### src/rtl/adder64_seq_ctrl.sv
// adder64_seq_ctrl: 64-bit add built from one SLICE_W-bit adder slice that is
// reused over 64/SLICE_W passes. The carry is held in a register between
// passes. Operands arrive on a valid/ready handshake and results leave on one.
// Optional feature macro: ADDER_SEQ_OVF_EN compiles in the signed-overflow
// flag. Without it, the ovf port is tied to 0.
//
// state | meaning
// ------+---------------------------------------------------------
// IDLE  | waiting for operands, in_ready high
// RUN   | one slice added per cycle, idx selects the slice
// DONE  | result held on sum/c_out/ovf with out_valid high
module adder64_seq_ctrl #(
  parameter int SLICE_W = 16
) (
  input  logic        clk,
  input  logic        rst_n,
  input  logic        in_valid,
  output logic        in_ready,
  input  logic [63:0] a,
  input  logic [63:0] b,
  input  logic        c_in,
  output logic        out_valid,
  input  logic        out_ready,
  output logic [63:0] sum,
  output logic        c_out,
  output logic        busy,
  output logic        ovf
);

  localparam int P     = 64 / SLICE_W;
  localparam int IDX_W = (P > 1) ? $clog2(P) : 1;

  typedef enum logic [1:0] {
    S_IDLE = 2'd0,
    S_RUN  = 2'd1,
    S_DONE = 2'd2
  } state_t;

  state_t             state_q, state_d;
  logic [63:0]        a_q, a_d, b_q, b_d, sum_q, sum_d;
  logic               carry_q, carry_d;
  logic               c_out_q, c_out_d;
  logic               out_valid_q, out_valid_d;
  logic [IDX_W-1:0]   idx_q, idx_d;
  logic [SLICE_W-1:0] a_sl, b_sl;
  logic [SLICE_W:0]   slice_res;
  logic               last_pass;
`ifdef ADDER_SEQ_OVF_EN
  logic               ovf_q, ovf_d;
`endif

  // Select the operand slices for the current pass. Constant part-selects
  // keep the mux free of variable-offset arithmetic.
  always_comb begin
    a_sl = '0;
    b_sl = '0;
    for (int i = 0; i < P; i++) begin
      if (idx_q == IDX_W'(i)) begin
        a_sl = a_q[i*SLICE_W +: SLICE_W];
        b_sl = b_q[i*SLICE_W +: SLICE_W];
      end
    end
  end

  assign slice_res = {1'b0, a_sl} + {1'b0, b_sl} + {{SLICE_W{1'b0}}, carry_q};
  assign last_pass = (idx_q == IDX_W'(P - 1));

  // Next-state and datapath update. Every register holds its value by default.
  always_comb begin
    state_d     = state_q;
    a_d         = a_q;
    b_d         = b_q;
    sum_d       = sum_q;
    carry_d     = carry_q;
    c_out_d     = c_out_q;
    out_valid_d = out_valid_q;
    idx_d       = idx_q;
`ifdef ADDER_SEQ_OVF_EN
    ovf_d       = ovf_q;
`endif
    case (state_q)
      S_IDLE: begin
        if (in_valid) begin
          state_d = S_RUN;
          a_d     = a;
          b_d     = b;
          carry_d = c_in;
          idx_d   = '0;
          sum_d   = '0;
          c_out_d = 1'b0;
`ifdef ADDER_SEQ_OVF_EN
          ovf_d   = 1'b0;
`endif
        end
      end
      S_RUN: begin
        carry_d = slice_res[SLICE_W];
        for (int i = 0; i < P; i++) begin
          if (idx_q == IDX_W'(i)) begin
            sum_d[i*SLICE_W +: SLICE_W] = slice_res[SLICE_W-1:0];
          end
        end
        if (last_pass) begin
          // idx stays at P-1 so it never wraps.
          c_out_d     = slice_res[SLICE_W];
          out_valid_d = 1'b1;
          state_d     = S_DONE;
`ifdef ADDER_SEQ_OVF_EN
          // On the last pass the slice MSB is bit 63 of the final sum.
          ovf_d = (a_q[63] == b_q[63]) && (slice_res[SLICE_W-1] != a_q[63]);
`endif
        end else begin
          idx_d = idx_q + IDX_W'(1);
        end
      end
      S_DONE: begin
        if (out_ready) begin
          out_valid_d = 1'b0;
          state_d     = S_IDLE;
        end
      end
      default: begin
        state_d     = S_IDLE;
        out_valid_d = 1'b0;
      end
    endcase
  end

  // State register, with a synchronous active-low reset.
  always_ff @(posedge clk) begin
    if (!rst_n) state_q <= S_IDLE;
    else        state_q <= state_d;
  end

  // Datapath registers. Reset clears every visible output so that an aborted
  // operation leaves no trace.
  always_ff @(posedge clk) begin
    if (!rst_n) begin
      a_q         <= '0;
      b_q         <= '0;
      sum_q       <= '0;
      carry_q     <= 1'b0;
      c_out_q     <= 1'b0;
      out_valid_q <= 1'b0;
      idx_q       <= '0;
`ifdef ADDER_SEQ_OVF_EN
      ovf_q       <= 1'b0;
`endif
    end else begin
      a_q         <= a_d;
      b_q         <= b_d;
      sum_q       <= sum_d;
      carry_q     <= carry_d;
      c_out_q     <= c_out_d;
      out_valid_q <= out_valid_d;
      idx_q       <= idx_d;
`ifdef ADDER_SEQ_OVF_EN
      ovf_q       <= ovf_d;
`endif
    end
  end

  assign in_ready  = (state_q == S_IDLE) && rst_n;
  assign busy      = (state_q != S_IDLE);
  assign out_valid = out_valid_q;
  assign sum       = sum_q;
  assign c_out     = c_out_q;
`ifdef ADDER_SEQ_OVF_EN
  assign ovf       = ovf_q;
`else
  assign ovf       = 1'b0;
`endif

endmodule
### config.mk
export PLATFORM = sky130hd
export DESIGN_NAME = adder64_seq_ctrl
export DESIGN_NICKNAME = d
export VERILOG_FILES = /design/src/rtl/adder64_seq_ctrl.sv
export SDC_FILE = /design/constraint.sdc
export NUM_CORES = 1
export LEC_CHECK = 0
export CORE_MARGIN = 4
export CORE_UTILIZATION = 35
export CTS_CLUSTER_SIZE = 12
export DETAILED_ROUTE_END_ITERATION = 8
export PLACE_DENSITY = 0.6
export SLEW_MARGIN = 20
export SYNTH_ARGS = -nofsm -noshare
export SYNTH_HDL_FRONTEND = slang
export SYNTH_SLANG_ARGS = --single-unit
### constraint.sdc
create_clock -name clk -period 4.28 [get_ports clk]
set_input_delay 0.856 -clock clk [delete_from_list [all_inputs] [get_ports clk]]
set_output_delay 0.856 -clock clk [all_outputs]
set_load 0.02 [all_outputs]
# Yosys cells after proc, flatten, opt, wreduce, memory -nomap -nowiden
# Cells that the tools add are included.
# op_classes
n_addsub,3
bitwise,1
n_mux,29
n_eq_ne,12
reduce_logical,14
# op_table
operator,count
two-way mux 16 bit,12
case mux 64 bit (2 select lines),1
two-way mux 64 bit,1
AND reduction 3 bit,7
adder 16 x 16 -> 17 bit,1
adder 17 x 1 -> 17 bit,1
"!= test 2 bit, second input constant",7
two-way mux 2 bit,5
"equality test 2 bit, second input constant",3
case mux 2 bit (3 select lines),1
two-way mux 1 bit,5
"equality test 2 x 1 -> 1 bit, second input constant",2
logical NOT 2 bit,2
case mux 1 bit (2 select lines),2
case mux 2 bit (2 select lines),1
AND reduction 2 bit,2
nonzero test 2 bit,2
case mux 1 bit (3 select lines),1
"adder 2 x 1 -> 2 bit, second input constant",1
logical AND 1 bit,1
NOT 1 bit,1
# totals
inputBits,133
ff_bits,199
output_inout_bits,69
elab_cells,70

# Longest topological paths before layout
# logic_depth
depth_word,9
ltp_mapped,20

# Worst setup path before layout
# OpenSTA, ideal clock, no wires.
# synth_path
path_type,register to register
start,register idx_q[0]
end,"register sum_q[25], in the netlist sum[25]"
path_stages_with_launch,17
required_time_ps,4163
setup_slack_ps,904
setup_ps,117
synth_period_minus_slack_ps,3376
t_arrival_ps,3259
path_cell_list,dfxtp_1 -> ha_1 -> clkbuf_1 -> clkbuf_1 -> clkbuf_1 -> a21oi_1 -> nor2_1 -> a21oi_1 -> o21ai_0 -> ha_1 -> nor2b_1 -> o21ai_0 -> o211ai_1 -> a31oi_1 -> o211ai_1 -> xor2_1 -> a22o_1
# synth_between
elab_chain_cells,9
# synth_rtl
element,line_no,source
"start, declared",44,"logic [IDX_W-1:0] idx_q, idx_d;"
"start signal, assigned",156,idx_q <= idx_d;
logical NOT 2 bit,58,if (idx_q == IDX_W'(i)) begin
two-way mux 16 bit (4 in a row),58,
adder 16 x 16 -> 17 bit,65,"assign slice_res = {1'b0, a_sl} + {1'b0, b_sl} + {{SLICE_W{1'b0}}, carry_q};"
adder 17 x 1 -> 17 bit,65,
two-way mux 16 bit,99,if (idx_q == IDX_W'(i)) begin
case mux 64 bit (2 select lines),81,case (state_q)
"end signal, assigned",152,sum_q <= sum_d;
"end, declared",40,"logic [63:0] a_q, a_d, b_q, b_d, sum_q, sum_d;"
# Several ways; a longest one is shown, not always the timed one. The select of a mux whose other input is x is not followed.
# A chain may end at the register's enable or synchronous reset.

# Worst setup path in the final report
# layout_path
start,register idx_q[0]
end,"register sum_q[42], in the netlist sum[42]"
# The elaborated chain is that of the path after synthesis.

==> out/qor.yml <==
antenna_found_initial: 0
vias: 8228
ios: 202
grt_pass1_wl_mm: 42.66
worstPathArrival_ps: 4240
crit_type: "reg -> reg"
rsz0062_at_grt: "no"
nets: 1476
clk_latency_ps: 430
die_area_mm2: 0.02755
die_y_um: 166.0
final_hold_viol_count: 0
drtIter0Drc: 534
synth.most_common_cell: "nand2_1"
finClkSkew_ps: 11.50
crit_slowest_cell: "dfxtp_1"
firstDrtPassIters: 5
cp.required_ps: 4660
timing.rr.start: "idx_q[0]"
postRouteAntennaNets: 0
cp-start-kind: "register"
power_leakage_nw: 4.396
diodes: 0
synth-edff-count: 0
synth_largest_area_cell: "dfxtp_1"
cts_buffers: 17
yosys-top-cells-area: "dfxtp_1 (46%), nand2_1 (15%), a21oi_1 (13%)"
synth_fa_ha_area_share_pct: 3.180
drive_above_1_share_pct: 5.097
cts_tree: "yes"
synthXorXnorAreaFrac_pct: 1.404
powerDensity_mw_per_mm2: 374.1
synth.area.mux_share_pct: 0.9166
ys_warn_count: 0
finalCoreUtilization_pct: 47.22
place.gp.congestion: 0.8337
synthToLayoutAreaGrowth_pct: 32.21
min_path_type: "reg -> reg"
avgSynthCellArea_um2: 7.435
coreArea_mm2: 0.02446
wl_mm: 26.78
globalRouteOverflowTotal: 0
htreeDepth: 4
synth_seq_area_share_pct: 45.60
cp_max_fo: 10
critPathLaunch: "idx_q[0]"
worst_slack_ps: 415.6
end_kind: "register"
crit_chain: "inv_1 > ha_1 > nand2_1 > nor2_1 > a21oi_1 > nor2_1 > a21oi_1 > nor2_1 > a21oi_1 > fa_1 > inv_1 > fa_1 > a21oi_1 > o221ai_1 > a21bo_2 > nand3_1 > nand2_1 > xor2_1 > a22o_1"
slew_viol_final: 0
synth_top_family_by_area: "simple AND/OR/NAND/NOR gates"
finalSetupTns_ps: 0
min_from: "b_q[22]"
maxCapViolCount: 0
vdd_drop_max_v: 0.0002346
cts.hold.buffers_added: 0
rows: 57
io_buffers: 200
clk_path_buf_depth: 2
async_flop_share_pct: 0
pre_cts_slack_ps: 407.0
grt_usage_pct: 19.00
critPathTopFamily: "compound AO/OA/AOI/OAI gates"
dp_hpwl_mm: 19.43
grt_max_degree: 165
fin_crit_ps: 3864
max_stage_delay_ps: 420
synthCells: 1175
cts.sinks: 199
setup_viol: 0
crit_top_cell: "a21oi_1"
start_util_pct: 35.71
vias_per_cell: 4.963
maxClockFrequency_ghz: 0.2588
grt_pass1_vias: 7935
drc: 0
synth_seq_cells: 199
tightest_slew_ps: 805.4
syn-num-nets: 1329
post-route-period-util_pct: 90.29
synth-main-ff-cell: "dfxtp_1"
cts_root_buffer: "clkbuf_16"
yosys-top-cells-count: "nand2_1 (352), a21oi_1 (222), dfxtp_1 (199)"
yosysTopAreaCellShare_pct: 45.60
syn_area_mm2: 0.008736
ys_types: 46
die_w_um: 166.0
path_buf_inv: 2
slew_headroom_pct: 46.31
synth-simple-area-share_pct: 22.67
clkSlewWorstSetupHoldPaths_ps: 80
status: "completed"
wire_per_inst_um: 16.15
synth-compound-area-share_pct: 21.43
==> timing repair <==
| action | in CTS | in global routing |
|---|---|---|
| gates resized for setup | 0 | 1 |
| hold endpoints to repair | 0 | 0 |
| endpoints found under the setup margin | 0 | 1 |
| setup buffers | 0 | 0 |
==> layer usage <==
metal / track usage (%) / vias up / routed length (µm)
li1: - / 4195 / -
met1: 26.68 / 3789 / 12820
met2: 30.45 / 222 / 12210
met3: 3.904 / 22 / 1404
met4: 3.981 / 0 / 348
met5: 0 / - / 0
==> worst register-to-register path, delay by kind of cell (launching register included) <==
kind	cells	cell delay (ps)
buffers and inverters	2	160
DFF	1	420
AOI/OAI and AO/OA	7	1390
adders and majority gates	3	1040
xor gates and xnor gates	1	350
and+or+nand+nor	6	460
==> layout make-up <==
cell class	count	area [µm²]
Inverter	12	47.55
Clock inverter	14	162.7
Clock buffer	17	425.4
Timing Repair Buffer	218	2162
Tap cell	324	405.4
Sequential cell	199	3984
Fill cell	2432	12910
Multi-Input combinational cell	874	4363
==> power breakdown <==
group | internal [mW] | switching [mW] | total (mW)
Sequential | 1.94 | 0.0535 | 1.99
Clock | 0.831 | 0.780 | 1.61
Combinational | 0.294 | 0.421 | 0.715
==> cell families after synthesis <==
group | count (synthesis)
buffers and inverters | 102
adder cells (fa/ha/maj) | 21
flip-flops | 199
AO/OA/AOI/OAI | 324
multiplexers | 8
XOR/XNOR | 14
other | 1
AND/OR/NAND/NOR | 506
==> stage by stage <==
| step | hold WS [ps] | std cells | cell area, µm² | power (mW) |
|---|---|---|---|---|
| after floorplan | 436.6 | 1175 | 8736 | 2.444 |
| after global placement | 440.4 | 1627 | 10950 | 2.743 |
| after detailed placement | 446.7 | 1627 | 10950 | 2.751 |
| after CTS | 457.5 | 1658 | 11540 | 4.358 |
| after global routing | 470.2 | 1658 | 11550 | 4.510 |
| final | 456.5 | 1658 | 11550 | 4.320 |
==> placed cells by master, fill, tap and decap left out, types with 3 or more instances in the layout <==
cell type,Yosys,final
inv_6,0,3
dfxtp_1,199,199
ha_2,0,3
clkbuf_16,0,17
ha_1,19,16
a31oi_1,5,5
buf_4,1,16
and3_1,3,3
o21a_1,7,7
nor2_1,118,118
clkdlybuf4s50_1,0,200
nand2_1,352,351
inv_1,12,11
nor3_1,12,12
xor2_1,6,6
mux2i_1,8,8
inv_8,0,4
nand3_1,6,6
a32o_1,4,4
nor2b_1,4,4
xnor2_1,8,8
nand2b_1,3,3
a21o_1,4,4
a21oi_1,222,221
o31ai_2,4,5
a22o_1,24,24
a32oi_1,3,3
o21ai_0,37,37
==> sequential cells by signal, summed over array words and instances (netlist names) <==
| name | flops |
|---|---|
| c_out | 1 |
| out_valid | 1 |
| idx_q | 2 |
| b_q | 64 |
| state_q | 2 |
| a_q | 64 |
| sum | 64 |
| carry_q | 1 |
==> path summary, 6_finish.rpt <==
path,cells after the start,endpoint,slack (ps)
worst max-delay path,19,sum[42],420
worst min-delay path,2,b_q[22],460
worst max register to register,19,sum[42],420
worst min register to register,2,b_q[22],460
Note: power is estimated with default switching activity, not from simulation.
